File: config.mk
export PLATFORM = sky130hd
export DESIGN_NAME = uart_tx_fifo
export DESIGN_NICKNAME = d
export VERILOG_FILES = /design/src/rtl/uart_defs.sv /design/src/rtl/sync_fifo.sv /design/src/rtl/uart_tx_fifo.sv
export SDC_FILE = /design/constraint.sdc
export NUM_CORES = 1
export LEC_CHECK = 0
export CAP_MARGIN = 5
export CORE_UTILIZATION = 32
export CTS_CLUSTER_DIAMETER = 150
export DETAILED_ROUTE_END_ITERATION = 10
export GPL_TIMING_DRIVEN = 0
export SLEW_MARGIN = 25
export SYNTH_ARGS = -nofsm -noshare
export SYNTH_HDL_FRONTEND = slang
export SYNTH_SLANG_ARGS = --single-unit
export TNS_END_PERCENT = 20
File: constraint.sdc
create_clock -name clk -period 3 [get_ports clk]
set_input_delay 0.9 -clock clk [delete_from_list [all_inputs] [get_ports clk]]
set_output_delay 0.9 -clock clk [all_outputs]
set_load 0.01 [all_outputs]
File: src/rtl/uart_defs.sv
// Shared UART definitions: serializer state encoding, parameter defaults and LSR bit positions.
// The LPC decoder imports this too so both sides agree on the LSR layout.
package uart_defs;

  typedef enum logic [1:0] {
    StIdle  = 2'd0,
    StStart = 2'd1,
    StData  = 2'd2,
    StStop  = 2'd3
  } tx_state_e;

  localparam int unsigned DivisorDefault = 104;  // 12 MHz / 115200
  localparam int unsigned DepthDefault   = 16;

  localparam int unsigned LsrThreBit = 5;
  localparam int unsigned LsrTemtBit = 6;

endpackage

File: src/rtl/sync_fifo.sv
// Single-clock FIFO with a combinational head read; pointers wrap modulo DEPTH (power of two).
// A push into a full FIFO is accepted only when a pop happens in the same cycle.
module sync_fifo #(
  parameter int unsigned DEPTH = 16,
  parameter int unsigned WIDTH = 8,
  localparam int unsigned PtrW = $clog2(DEPTH),
  localparam int unsigned LvlW = PtrW + 1
) (
  input  logic             clk_i,
  input  logic             rst_ni,
  input  logic             push_i,
  input  logic [WIDTH-1:0] wdata_i,
  input  logic             pop_i,
  output logic [WIDTH-1:0] rdata_o,
  output logic [PtrW:0]    level_o,
  output logic             full_o,
  output logic             empty_o
);

  localparam logic [PtrW:0] LevelFull = LvlW'(DEPTH);

  logic [WIDTH-1:0] mem_q [DEPTH];
  logic [PtrW-1:0]  wr_ptr_q, wr_ptr_d, rd_ptr_q, rd_ptr_d;
  logic [PtrW:0]    level_q, level_d;
  logic             push_ok, pop_ok;

  assign full_o  = (level_q == LevelFull);
  assign empty_o = (level_q == '0);
  assign level_o = level_q;
  assign rdata_o = mem_q[rd_ptr_q];

  assign pop_ok  = pop_i && !empty_o;
  assign push_ok = push_i && (!full_o || pop_ok);

  always_comb begin
    wr_ptr_d = wr_ptr_q;
    rd_ptr_d = rd_ptr_q;
    level_d  = level_q;
    if (push_ok) wr_ptr_d = wr_ptr_q + PtrW'(1);
    if (pop_ok)  rd_ptr_d = rd_ptr_q + PtrW'(1);
    case ({push_ok, pop_ok})
      2'b10:   level_d = level_q + LvlW'(1);
      2'b01:   level_d = level_q - LvlW'(1);
      default: level_d = level_q;
    endcase
  end

  always_ff @(posedge clk_i or negedge rst_ni) begin
    if (!rst_ni) begin
      wr_ptr_q <= '0;
      rd_ptr_q <= '0;
      level_q  <= '0;
    end else begin
      wr_ptr_q <= wr_ptr_d;
      rd_ptr_q <= rd_ptr_d;
      level_q  <= level_d;
    end
  end

  always_ff @(posedge clk_i) begin
    if (push_ok) mem_q[wr_ptr_q] <= wdata_i;
  end

endmodule

File: src/rtl/uart_tx_fifo.sv
// 8N1 UART transmitter fed by a byte FIFO, for the LPC-mapped THR/LSR at 0x03F8/0x03FD.
// Back-to-back frames have no idle gap: the next byte is popped on the last STOP cycle.
module uart_tx_fifo
  import uart_defs::*;
#(
  parameter int unsigned DIVISOR = DivisorDefault,
  parameter int unsigned DEPTH   = DepthDefault
) (
  input  logic                    clk,
  input  logic                    lpc_rst,
  input  logic                    wr_stb,
  input  logic [7:0]              wr_data,
  input  logic                    clr_ovr,
  output logic                    uart_tx,
  output logic                    thre,
  output logic                    temt,
  output logic                    full,
  output logic [$clog2(DEPTH):0]  level,
  output logic                    overrun
);

  localparam logic [15:0] BaudLast = 16'(DIVISOR - 1);

  // Asserts asynchronously, releases on the first edge so the second edge can accept a write.
  logic rst_sync_q;
  always_ff @(posedge clk or negedge lpc_rst) begin
    if (!lpc_rst) rst_sync_q <= 1'b0;
    else          rst_sync_q <= 1'b1;
  end

  tx_state_e   state_q, state_d;
  logic [15:0] baud_q, baud_d;
  logic [2:0]  bit_q, bit_d;
  logic [7:0]  shift_q, shift_d;
  logic        tx_q, tx_d;
  logic        overrun_q, overrun_d;
  logic        pop, fifo_empty, fifo_full, baud_end;
  logic [7:0]  head;

  sync_fifo #(
    .DEPTH (DEPTH),
    .WIDTH (8)
  ) u_fifo (
    .clk_i   (clk),
    .rst_ni  (rst_sync_q),
    .push_i  (wr_stb),
    .wdata_i (wr_data),
    .pop_i   (pop),
    .rdata_o (head),
    .level_o (level),
    .full_o  (fifo_full),
    .empty_o (fifo_empty)
  );

  assign baud_end = (baud_q == BaudLast);

  always_comb begin
    state_d = state_q;
    baud_d  = baud_q;
    bit_d   = bit_q;
    shift_d = shift_q;
    tx_d    = tx_q;
    pop     = 1'b0;
    case (state_q)
      StIdle: begin
        tx_d = 1'b1;
        if (!fifo_empty) begin
          pop     = 1'b1;
          shift_d = head;
          baud_d  = '0;
          state_d = StStart;
          tx_d    = 1'b0;
        end
      end
      StStart: begin
        if (baud_end) begin
          baud_d  = '0;
          bit_d   = '0;
          state_d = StData;
          tx_d    = shift_q[0];
        end else begin
          baud_d = baud_q + 16'd1;
        end
      end
      StData: begin
        if (baud_end) begin
          baud_d = '0;
          if (bit_q == 3'd7) begin
            state_d = StStop;
            tx_d    = 1'b1;
          end else begin
            bit_d   = bit_q + 3'd1;
            shift_d = shift_q >> 1;
            tx_d    = shift_q[1];
          end
        end else begin
          baud_d = baud_q + 16'd1;
        end
      end
      StStop: begin
        if (baud_end) begin
          baud_d = '0;
          if (!fifo_empty) begin
            pop     = 1'b1;
            shift_d = head;
            state_d = StStart;
            tx_d    = 1'b0;
          end else begin
            state_d = StIdle;
            tx_d    = 1'b1;
          end
        end else begin
          baud_d = baud_q + 16'd1;
        end
      end
      default: begin
        state_d = StIdle;
        tx_d    = 1'b1;
      end
    endcase
  end

  // A dropped write wins over a same-cycle clear.
  always_comb begin
    overrun_d = overrun_q;
    if (wr_stb && fifo_full && !pop) overrun_d = 1'b1;
    else if (clr_ovr)                overrun_d = 1'b0;
  end

  always_ff @(posedge clk or negedge rst_sync_q) begin
    if (!rst_sync_q) begin
      state_q   <= StIdle;
      baud_q    <= '0;
      bit_q     <= '0;
      shift_q   <= '0;
      tx_q      <= 1'b1;
      overrun_q <= 1'b0;
    end else begin
      state_q   <= state_d;
      baud_q    <= baud_d;
      bit_q     <= bit_d;
      shift_q   <= shift_d;
      tx_q      <= tx_d;
      overrun_q <= overrun_d;
    end
  end

  assign uart_tx = tx_q;
  assign thre    = fifo_empty;
  assign temt    = fifo_empty && (state_q == StIdle);
  assign full    = fifo_full;
  assign overrun = overrun_q;

endmodule

# == After elaboration in Yosys (flattened, before gate mapping) ==
# Memory sizes are Yosys's and may differ from the RTL's.
# Cells that the tools add are included.
# totals
ramBits,128
word_cells,84
reg_bits,45
memories,1
# memory_table
name,depth,word_bits,read_ports,rd_clocked_by_memory_dff,write_ports,line_no,text
u_fifo.mem_q,16,8,1,0,1,sync_fifo.sv:22,logic [WIDTH-1:0] mem_q [DEPTH];
# op_classes
add_sub_neg,6
mux,33
reduce_logical,20
n_eq_ne,14
# ops
cell,count
16-bit two-way mux,2
8-bit two-way mux,4
16-bit case mux with 2 select lines,1
8-bit case mux with 3 select lines,1
"16-bit by 1-bit adder with 16-bit output, second input constant",1
"16-bit by 7-bit == test with 1-bit output, second input constant",1
1-bit two-way mux,12
"2-bit != test, second input constant",6
2-bit two-way mux,5
5-bit case mux with 2 select lines,1
3-bit two-way mux,3
"4-bit by 1-bit adder with 4-bit output, second input constant",2
2-bit case mux with 4 select lines,1
4-bit AND reduction,2
"2-bit == test, second input constant",3
3-bit case mux with 2 select lines,1
2-bit nonzero test,3
"5-bit by 1-bit adder with 5-bit output, second input constant",1
"5-bit == test, second input constant",1
1-bit logical AND,5
5-bit zero test,1
5-bit AND reduction,1
"5-bit by 1-bit subtractor with 5-bit output, second input constant",1
"2-bit by 1-bit == test with 1-bit output, second input constant",2
10 further kinds,12

# == Logic depth before layout (Yosys ltp) ==
# Gate-level depths: netlist of the first run.
# logic_depth
ltp_word,9
ltp_mapped,13
depth_no_buf,11

# == Modules after synthesis ==
# From an unflattened synthesis of the first run, not the netlist that was laid out.
# hier_totals
cells_unflattened,492
hier_area_um2,7561.0
# modules_own_cells
mod,cells_per_inst,n_inst,area_per_inst_um2
sync_fifo,301,1,5774.3
uart_tx_fifo,191,1,1786.7

# == Worst setup path before layout of the first run ==
# No wires, ideal clock.
# synth_path
path_type,reg2reg
from,reg state_q[1]
to,reg u_fifo.level_q[3] (netlist: u_fifo.level_o[3])
stages_incl_launch_ff,13
t_required_ns,2.914
arrival_ns,3.322
slack_ns,-0.407
setup_time_ns,0.086
path_cell_list,dfrtp_1 > ha_1 > or4b_2 > o41ai_1 > and3_1 > clkbuf_1 > ha_1 > clkbuf_1 > nand2_1 > a21oi_1 > nor4_1 > or4bb_1 > a32oi_1
# synth_between
elab_chain_cells,7
elab_cells_between_ends,10
cone_classes,eq/ne (3); mux (2); reduce/logical (5)
# synth_lines
element,line_no,text
from (decl),uart_tx_fifo.sv:31,"tx_state_e state_q, state_d;"
from (signal assigned),uart_tx_fifo.sv:132,state_q <= StIdle;
from (signal assigned),uart_tx_fifo.sv:139,state_q <= state_d;
2-bit == test or 2-bit zero test (tied branches),uart_tx_fifo.sv:64,case (state_q)
1-bit case mux with 2 select lines (*),uart_tx_fifo.sv:64,
1-bit logical AND (*),sync_fifo.sv:32,assign pop_ok = pop_i && !empty_o;
1-bit logical OR,sync_fifo.sv:33,assign push_ok = push_i && (!full_o || pop_ok);
1-bit logical AND,sync_fifo.sv:33,
2-bit by 1-bit == test with 1-bit output or 2-bit == test (tied branches),sync_fifo.sv:41,"case ({push_ok, pop_ok})"
5-bit case mux with 2 select lines or 2-bit nonzero test (tied branches),--,
to (signal assigned),sync_fifo.sv:56,level_q <= level_d;
to (decl),sync_fifo.sv:24,"logic [PtrW:0] level_q, level_d;"
# Mark *: on every way between the ends. The rest lies on a longest branch, timed or not.
# A chain may end at the register's enable or synchronous reset.

# == Worst setup path in the final report of the first run ==
# layout_path
from,reg baud_q[13]
to,reg u_fifo.level_q[3] (netlist: u_fifo.level_o[3])
# layout_between
elab_chain_cells,8
elab_cells_between_ends,10
cone_classes,eq/ne (3); mux (3); reduce/logical (4)
# layout_lines
element,line_no,text
from (decl),uart_tx_fifo.sv:32,"logic [15:0] baud_q, baud_d;"
from (signal assigned),uart_tx_fifo.sv:140,baud_q <= baud_d;
16-bit by 7-bit == test with 1-bit output (*),uart_tx_fifo.sv:55,assign baud_end = (baud_q == BaudLast);
1-bit two-way mux (*),uart_tx_fifo.sv:101,if (baud_end) begin
1-bit case mux with 2 select lines (*),uart_tx_fifo.sv:64,
1-bit logical AND (*),sync_fifo.sv:32,
1-bit logical OR,sync_fifo.sv:33,
1-bit logical AND,sync_fifo.sv:33,
2-bit by 1-bit == test with 1-bit output or 2-bit == test (tied branches),sync_fifo.sv:41,
5-bit case mux with 2 select lines or 2-bit nonzero test (tied branches),--,
# Marked as above.

==> impl_metrics.json, run 1 <==
{
  "violations": "design-rule violations",
  "register_area_um2": 4980,
  "yosysMostFrequentCell": "edfxtp_1",
  "track_usage_pct": 14.8,
  "synth_fp_nets": 537,
  "dp.final_hpwl_mm": 10.9,
  "synth_edf_count": 128,
  "slew_viol_final": 0,
  "drtAntennaViolNets": 0,
  "min_path_type": "register to async pin",
  "gp_congestion": 0.829,
  "syn_area_um2": 7600,
  "p_leak_nw": 3.23,
  "worstSkewPairLatency_ns": 0.43,
  "postCtsHoldBufs": 0,
  "fin_ws_ns": 0.0615,
  "wire_per_inst_um": 18.4,
  "core_area_um2": 23400,
  "grt_overflow": 0,
  "grt_pass1_vias": 4785,
  "drcViolationCount": 1,
  "pre_cts_slack_ns": -1.05,
  "rows": 56,
  "placedInstanceArea_um2": 8290,
  "yosysTopAreaCell": "edfxtp_1",
  "layout_min_cycle_time_ns": 2.94,
  "cts_made_buffers": 17,
  "worstMarginPinSlew_ns": 0.745,
  "layout.nets": 604,
  "clockRootBuffer": "clkbuf_16",
  "vdd.ir_drop.worst_uv": 540,
  "hold_viol": 0,
  "n_antenna_cell": 0,
  "max-clock-path-buffers": 2,
  "outcome": "finished with violations",
  "setup_viol": 0,
  "skew_ns": 0.0123,
  "cts.clk_slew.worst_paths_ns": 0.07,
  "power_density_nw_per_um2": 940,
  "cp-end-kind": "register",
  "synth_common_cells": "128 x edfxtp_1, 44 x dfrtp_1, 39 x nor2_1",
  "die_h_um": 156,
  "netlist.area_leader.share_pct": 50.6,
  "design_area_um2": 9500,
  "ys.flop_type": "edfxtp_1",
  "ios": 22,
  "vias_per_cell": 5.18,
  "grt_pass1_wl_mm": 26.6,
  "rsz0062_at_grt": "yes",
  "fmax_mhz": 340,
  "dr_total_vias": 4709,
  "antenna_found_initial": 0,
  "post-route-period-util_pct": 98.0,
  "dr.pass1.iters": 8,
  "grt_max_degree": 31,
  "drv_cap": 0,
  "drive_gt1_share_pct": 29.5,
  "path_max_fanout": 6,
  "fp.dieW_um": 156,
  "timing.slew.headroom_pct": 50.1,
  "yosys_warnings": 0,
  "reg2reg_depth": 10,
  "die-area_um2": 24400,
  "syn_inst": 510,
  "area_growth_pct": 25.0,
  "multiInputGateArea_um2": 2770,
  "power_w": 0.00893,
  "synth_seq_cells": 173,
  "synthDistinctLibCells": 60,
  "cts_tree": "built",
  "routed_wl_mm": 16.8,
  "drt-initial-drc-count": 294,
  "synth_async_sr_flop_share_pct": 26.0,
  "port_buffers": 21,
  "htree_levels": 4,
  "crit_path_start_kind": "register",
  "cts.sinks": 173,
  "start_util_pct": 32.5,
  "cp.required_ns": 3.34,
  "synth_area_leaders": "edfxtp_1 51%, dfrtp_1 14%, mux4_2 9.5%",
  "ys_seq_area_share_pct": 65.4,
  "worstPathArrival_ns": 3.28,
  "critPathKind": "register to register",
  "synth.avg_cell_area_um2": 14.9,
  "fill_cells": 2151
}
==> critical path, stage by stage (launching register included) <==
cell	delay [ns]
dfrtp_2	0.44
or4_4	0.58
o41ai_4	0.38
and3_4	0.26
ha_4	0.17
buf_4	0.14
buf_4	0.10
a311o_1	0.09
a21oi_1	0.04
or4bb_1	0.49
a32oi_1	0.16
==> cell type report <==
cell class	count	area share, %
sequential	173	52.5
multi-input combinational	298	29.1
timing repair buffer	56	6.24
clock buffer	18	4.52
tap	319	4.20
clock inverter	14	1.92
buffer	22	1.16
inverter	9	0.382
==> kinds of logic after synthesis <==
group | Yosys count | synth area share, %
xor gates and xnor gates | 13 | 1.60
adders and majority gates | 15 | 2.47
AOI/OAI and AO/OA | 94 | 8.45
DFF | 173 | 65.4
other | 1 | 0.0494
and+or+nand+nor | 133 | 9.03
muxes | 42 | 11.0
buffers and inverters | 39 | 2.03
==> repair_timing <==
| action | 4_1_cts | 5_1_grt |
|---|---|---|
| gates resized for setup | 64 | 18 |
| hold endpoints to repair | 0 | 0 |
| pin swaps | 18 | 12 |
| setup buffers | 22 | 12 |
| setup endpoints to repair | 133 | 122 |
==> routing by layer <==
layer	up-vias	GRT usage (%)	part of all wire [%]	wire, µm
met5	-	0	0	0
met4	0	7.38	3.5	590
met3	44	3.50	4.7	789
met2	135	23.9	49	8170
met1	2404	18.5	43	7200
li1	2126	-	-	-
==> cells in the final DEF, fill, tap and decap left out, types with 5 or more instances in the layout <==
| cell type | instances |
|---|---|
| a21oi_1 | 21 |
| clkbuf_16 | 17 |
| clkbuf_1 | 11 |
| nand4_1 | 6 |
| nor3_1 | 11 |
| nor2_1 | 24 |
| nand3_1 | 6 |
| clkdlybuf4s50_1 | 17 |
| buf_12 | 10 |
| xor2_1 | 5 |
| a22o_1 | 6 |
| nand2b_1 | 5 |
| nor2_4 | 14 |
| dfrtp_1 | 34 |
| mux4_2 | 32 |
| o22ai_1 | 13 |
| dfrtp_2 | 10 |
| buf_4 | 25 |
| a211oi_1 | 7 |
| inv_1 | 8 |
| xnor2_1 | 7 |
| mux2_2 | 5 |
| nand2_1 | 25 |
| o21ai_0 | 23 |
| edfxtp_1 | 128 |
| ha_1 | 11 |
| nor3_4 | 5 |
==> registers in the layout, summed over array words and instances, names as in the netlist <==
name             flops
state_q              2
uart_tx              1
baud_q              16
rst_sync_q           1
overrun              1
u_fifo.rd_ptr_q      4
shift_q              8
bit_q                3
u_fifo.mem_q       128
u_fifo.level_o       5
u_fifo.wr_ptr_q      4
==> where the power goes <==
| group | leakage (nW) | internal, W | switching [W] | total (W) |
|---|---|---|---|---|
| clock | 0.290 | 0.00127 | 0.00100 | 0.00227 |
| combinational | 1.23 | 0.00154 | 0.00192 | 0.00346 |
| sequential | 1.70 | 0.00297 | 0.000230 | 0.00320 |
| total | 3.23 | 0.00577 | 0.00315 | 0.00893 |
==> through the flow <==
| step | util, % | hold slack, ns | setup TNS [ns] | cells |
|---|---|---|---|---|
| after floorplan | - | 0.481 | -2.51 | 510 |
| after global placement | 35.3 | 0.494 | -67.11 | 850 |
| after detailed placement | 35.4 | 0.191 | -61.30 | 851 |
| after CTS | 40.1 | 0.195 | -1.39 | 899 |
| after global routing | 40.6 | 0.211 | -0.108 | 909 |
| final | 40.6 | 0.171 | 0 | 909 |
==> final timing paths <==
kind | start | to | slack, ns
max in group asynchronous | rst_sync_q | uart_tx | 2.28
setup reg to reg | baud_q[13] | u_fifo.level_o[3] | 0.06
min in group clk | shift_q[7] | shift_q[7] | 0.53
setup / recovery | baud_q[13] | u_fifo.level_o[3] | 0.06
hold reg to reg | rst_sync_q | baud_q[7] | 0.17
hold / removal | rst_sync_q | baud_q[7] | 0.17
No activity file was read; power rests on OpenSTA's default activity.
==> run 2, diff against run 1 <==
- CAP_MARGIN: 5 -> 40
==> run 2 against run 1 <==
Against the previous run: largest cell class unchanged; total power decreased by 0.65%; highest routed layer unchanged; sequential cell count stayed put; sequential share of layout area fell by 0.088 points; fmax rose by 0.28%; via count up 1.4%; register-to-register slack barely moved; first-iteration DRC count is 19% higher; core utilization about the same; the flow still finishes with violations (design-rule violations).
==> impl_metrics.json, run 2 (synthesis results as in run 1) <==
{
  "outcome": "finished with violations",
  "violations": "design-rule violations",
  "path_max_fanout": 6,
  "power_w": 0.00887,
  "use_met3_pct": 3.14,
  "internal_power_w": 0.00564,
  "multiInputGateArea_um2": 2760,
  "htree_levels": 4,
  "vias_per_cell": 5.18,
  "dr.pass1.iters": 7,
  "ios": 22,
  "power_density_nw_per_um2": 933,
  "vdd.ir_drop.worst_uv": 543,
  "n_antenna_cell": 0,
  "switching_power_w": 0.00323,
  "largest_registers": "u_fifo.mem_q x128, baud_q x16, shift_q x8",
  "busiest_layer": "met2",
  "utilization_pct": 40.6,
  "p_comb_share_pct": 39.8,
  "dr_total_vias": 4775,
  "hold_viol": 0,
  "crit_path_start_kind": "register",
  "core_area_um2": 23400,
  "register_area_um2": 4980,
  "die_h_um": 156,
  "cts.clk_slew.worst_paths_ns": 0.07,
  "grt_max_degree": 31,
  "rows": 56,
  "cts_tree": "built",
  "drv_cap": 0,
  "pwr-share-clk_pct": 24.2,
  "switching_share_pct": 36.4,
  "gp_congestion": 0.829,
  "slew_viol_final": 0,
  "start_util_pct": 32.5,
  "p_leak_nw": 3.25,
  "final_common_cell": "edfxtp_1",
  "cts.sinks": 173,
  "clockRootBuffer": "clkbuf_16",
  "drcViolationCount": 1,
  "globalRouteMet2Util_pct": 24.8,
  "cp-end-kind": "register",
  "power_frac_seq_pct": 36.0,
  "largest_reg_flops": 128,
  "drive_gt1_share_pct": 30.4,
  "worstSkewPairLatency_ns": 0.43,
  "drtAntennaViolNets": 0,
  "critPathKind": "register to register",
  "track_usage_pct": 14.9,
  "worstPathArrival_ns": 3.28,
  "rsz0062_at_grt": "yes",
  "area_growth_pct": 25.1,
  "grt_overflow": 0,
  "skew_ns": 0.0108,
  "layout.nets": 616,
  "grt_pass1_wl_mm": 27.1,
  "placedCellCount": 857,
  "fill_cells": 2137,
  "fmax_mhz": 341,
  "cp.required_ns": 3.35,
  "worstMarginPinSlew_ns": 0.748,
  "grt_pass1_vias": 4867,
  "die-area_um2": 24400,
  "final_cell_mix": "128 x edfxtp_1, 38 x buf_4, 37 x dfrtp_1, 32 x mux4_2, 25 x nand2_1",
  "regMostFlops": "u_fifo.mem_q",
  "port_buffers": 21,
  "routed_wl_mm": 17.3,
  "min_path_type": "register to async pin",
  "wire_per_inst_um": 18.8,
  "drt-initial-drc-count": 351,
  "antenna_found_initial": 0,
  "cts_made_buffers": 17,
  "dp.final_hpwl_mm": 11.2,
  "postCtsHoldBufs": 0,
  "met1_usage_pct": 19.0,
  "max-clock-path-buffers": 2,
  "fp.dieW_um": 156,
  "instances_no_fill": 921,
  "layout_min_cycle_time_ns": 2.93,
  "setup_viol": 0,
  "post-route-period-util_pct": 97.7,
  "timing.slew.headroom_pct": 50.0
}
run 2: cell count changes in the layout (fill, tap and decap cells not counted), moves of 3 or more:
cell | previous run | this run
buf_12 | 10 | 6
dfrtp_2 | 10 | 7
buf_4 | 25 | 38
dfrtp_1 | 34 | 37
run 2: path summary, 6_finish.rpt:
check | start | to | slack [ns] | cells after the start
max in group asynchronous | rst_sync_q | uart_tx | 2.26 | 1
min in group clk | shift_q[7] | shift_q[7] | 0.52 | 1
setup / recovery | state_q[0] | u_fifo.level_o[3] | 0.07 | 10
setup reg to reg | state_q[0] | u_fifo.level_o[3] | 0.07 | 10
hold reg to reg | rst_sync_q | u_fifo.level_o[0] | 0.19 | 0
hold / removal | rst_sync_q | u_fifo.level_o[0] | 0.19 | 0
run 2: critical path, cell delays in order (launching register included):
cell and delay [ns]:
dfrtp_1 0.41, ha_4 0.15, or4b_4 0.47, o41ai_4 0.32, and3_4 0.26, ha_4 0.23, nand2_2 0.06, nor2_2 0.04
nor4_2 0.31, or4bb_1 0.43, a32oi_1 0.17
run 2: timing repair:
item                       4_1_cts  5_1_grt
buffers inserted                26       13
pin swaps                       15       15
hold endpoints to repair         0        0
setup endpoints to repair      125      130
resized for setup               60       18
run 2: cell type report:
type | instances | share of cell area [%]
clock buffer | 17 | 4.47
sequential | 173 | 52.4
inverter | 9 | 0.382
buffer | 22 | 1.17
timing repair buffer | 68 | 6.69
clock inverter | 15 | 1.64
tap | 319 | 4.20
multi-input combinational | 298 | 29.1
run 2: through the flow:
stage               setup slack, ns  setup TNS, ns  hold slack (ns)  cell area [µm²]
floorplan                    -0.108          -2.51            0.481             7640
global placement              -1.04         -67.11            0.494             8250
detailed placement            -1.05         -44.77            0.192             8330
CTS                          -0.116          -4.66            0.201             9360
global route                -0.0889         -0.324            0.218             9510
finish                       0.0697              0            0.185             9510
run 2: routing by layer:
metal,wire length (µm),share of wire [%],up-vias
met1,7460,43,2453
met2,8720,50,145
met3,801,4.6,27
met5,0,0,-
li1,-,-,2150
met4,342,2.0,0
run 2: power groups by stage:
stage	registers [W]	clock network, W	logic (W)
after floorplan	0.00318	0	0.00221
after global placement	0.00320	0	0.00295
after detailed placement	0.00321	0	0.00307
after CTS	0.00319	0.00217	0.00337
after global routing	0.00323	0.00226	0.00383
final	0.00319	0.00214	0.00353
==> run 3, diff against run 2 <==
- CORE_UTILIZATION: 32 -> 45
==> run 3 against run 2 <==
Against the previous run: the run ends with negative setup slack left; non-clock buffer count shrank 11; sequential cell count stayed put; combinational power shrank 3%; critical path depth is 1 lower; register-to-register slack got worse by 0.13 ns.
==> impl_metrics.json, run 3 (synthesis results as in run 1) <==
{
  "outcome": "finished with violations",
  "violations": "negative setup slack",
  "dp.final_hpwl_mm": 10.8,
  "post-route-period-util_pct": 102,
  "rsz0062_at_grt": "yes",
  "port_buffers": 21,
  "track_usage_pct": 20.2,
  "fin_ws_ns": -0.0592,
  "timing.rr.end": "u_fifo.level_o[3]",
  "setup_viol": 1,
  "core_area_um2": 16500,
  "path_buf_inv": 0,
  "fp.dieW_um": 132,
  "vdd.ir_drop.worst_uv": 513,
  "regMostFlops": "u_fifo.mem_q",
  "crit_path_start_kind": "register",
  "grt_max_degree": 31,
  "internal_power_w": 0.00555,
  "critPathKind": "register to register",
  "cp-end-kind": "register",
  "grt_pass1_vias": 4816,
  "die-area_um2": 17400,
  "cts.clk_slew.worst_paths_ns": 0.07,
  "timing.slew.headroom_pct": 48.8,
  "drcViolationCount": 0,
  "fmax_mhz": 327,
  "pwr-share-clk_pct": 23.3,
  "die_h_um": 132,
  "switching_power_w": 0.00306,
  "antenna_found_initial": 0,
  "path_depth": 9,
  "startpoint": "baud_q[9]",
  "drive_gt1_share_pct": 28.8,
  "max_stage_delay_ns": 0.58,
  "final_cell_mix": "128 x edfxtp_1, 35 x dfrtp_1, 32 x mux4_2, 27 x buf_4, 25 x nand2_1",
  "dr_total_vias": 4629,
  "routed_wl_mm": 16.2,
  "slowest_stage": "or4_4",
  "gp_congestion": 0.807,
  "layout.nets": 605,
  "pre_cts_slack_ns": -0.945,
  "reg2reg_depth": 9,
  "wire_per_inst_um": 20.0,
  "final_common_cell": "edfxtp_1",
  "cp.required_ns": 3.34,
  "hold_viol": 0,
  "start_util_pct": 46.0,
  "layout_min_cycle_time_ns": 3.06,
  "dr.pass1.iters": 4,
  "min_path_type": "register to async pin",
  "path_max_fanout": 8,
  "area_growth_pct": 22.4,
  "r2r_start": "baud_q[9]",
  "worstMarginPinSlew_ns": 0.768,
  "drt-initial-drc-count": 362,
  "power_density_nw_per_um2": 926,
  "drv_cap": 0,
  "cts_made_buffers": 17,
  "switching_share_pct": 35.6,
  "ios": 22,
  "vias_per_cell": 5.71,
  "max-clock-path-buffers": 2,
  "critical_path.cell_chain": "or4_4 > o41ai_4 > and3_4 > ha_4 > nand2_2 > nor2_2 > nor4_2 > or4bb_1 > a32oi_1",
  "crit_family": "simple AND/OR/NAND/NOR gates",
  "postCtsHoldBufs": 0,
  "n_antenna_cell": 0,
  "largest_registers": "u_fifo.mem_q x128, baud_q x16, shift_q x8",
  "largest_reg_flops": 128,
  "slew_viol_final": 0,
  "holdWs_ns": 0.184,
  "rrSetupSlack_ns": -0.06,
  "p_comb_share_pct": 39.6,
  "skew_ns": 0.0149,
  "worstSkewPairLatency_ns": 0.43,
  "grt_overflow": 0,
  "cts_tree": "built",
  "htree_levels": 4,
  "rows": 47,
  "setup.worst_path.end": "u_fifo.level_o[3]",
  "drtAntennaViolNets": 0,
  "grt_pass1_wl_mm": 26.2,
  "worstPathArrival_ns": 3.40,
  "p_leak_nw": 3.20,
  "power_frac_seq_pct": 37.0,
  "cts.sinks": 173,
  "clockRootBuffer": "clkbuf_16"
}
run 3: how the worst min path moves through the flow:
stage	to	slack (ns)	cells past startpoint
floorplan	shift_q[7]	0.48	1
global placement	shift_q[7]	0.50	1
detailed placement	overrun	0.19	0
CTS	overrun	0.20	0
global route	u_fifo.level_o[0]	0.22	0
finish	overrun	0.18	0
run 3: power by group through the flow:
stage / registers [W] / clock network [W] / logic [W]
global route: 0.00323 / 0.00214 / 0.00371
detailed placement: 0.00321 / 0 / 0.00307
floorplan: 0.00318 / 0 / 0.00221
finish: 0.00319 / 0.00201 / 0.00341
CTS: 0.00319 / 0.00204 / 0.00337
global placement: 0.00320 / 0 / 0.00296
run 3: final cells by class:
class / instances / area [µm²]
tap: 220 / 275
fill: 1300 / 7230
buffer: 23 / 116
inverter: 9 / 33.8
multi-input combinational: 298 / 2760
clock inverter: 14 / 110
timing repair buffer: 56 / 589
sequential: 173 / 4980
clock buffer: 18 / 429
run 3: through the flow:
| step | util (%) | power [W] | instances | area (µm²) | setup TNS (ns) |
|---|---|---|---|---|---|
| global placement | 49.2 | 0.00616 | 751 | 8130 | -71.39 |
| CTS | 55.8 | 0.00860 | 807 | 9220 | -5.53 |
| global route | 56.3 | 0.00909 | 811 | 9300 | -0.259 |
| detailed placement | 49.6 | 0.00628 | 756 | 8200 | -57.24 |
| floorplan | - | 0.00539 | 510 | 7640 | -2.51 |
| finish | 56.3 | 0.00861 | 811 | 9300 | -0.0592 |
run 3: routing by layer:
| layer | wire (µm) | GRT usage [%] |
|---|---|---|
| met1 | 7190 | 26.7 |
| met2 | 8070 | 33.0 |
| met3 | 591 | 4.46 |
| met4 | 363 | 7.17 |
| met5 | 0 | 0 |
run 3: what timing repair did:
action / in CTS / in global routing
pin swaps: 21 / 13
gates resized for setup: 63 / 14
endpoints found under the setup margin: 136 / 131
buffers inserted: 25 / 5
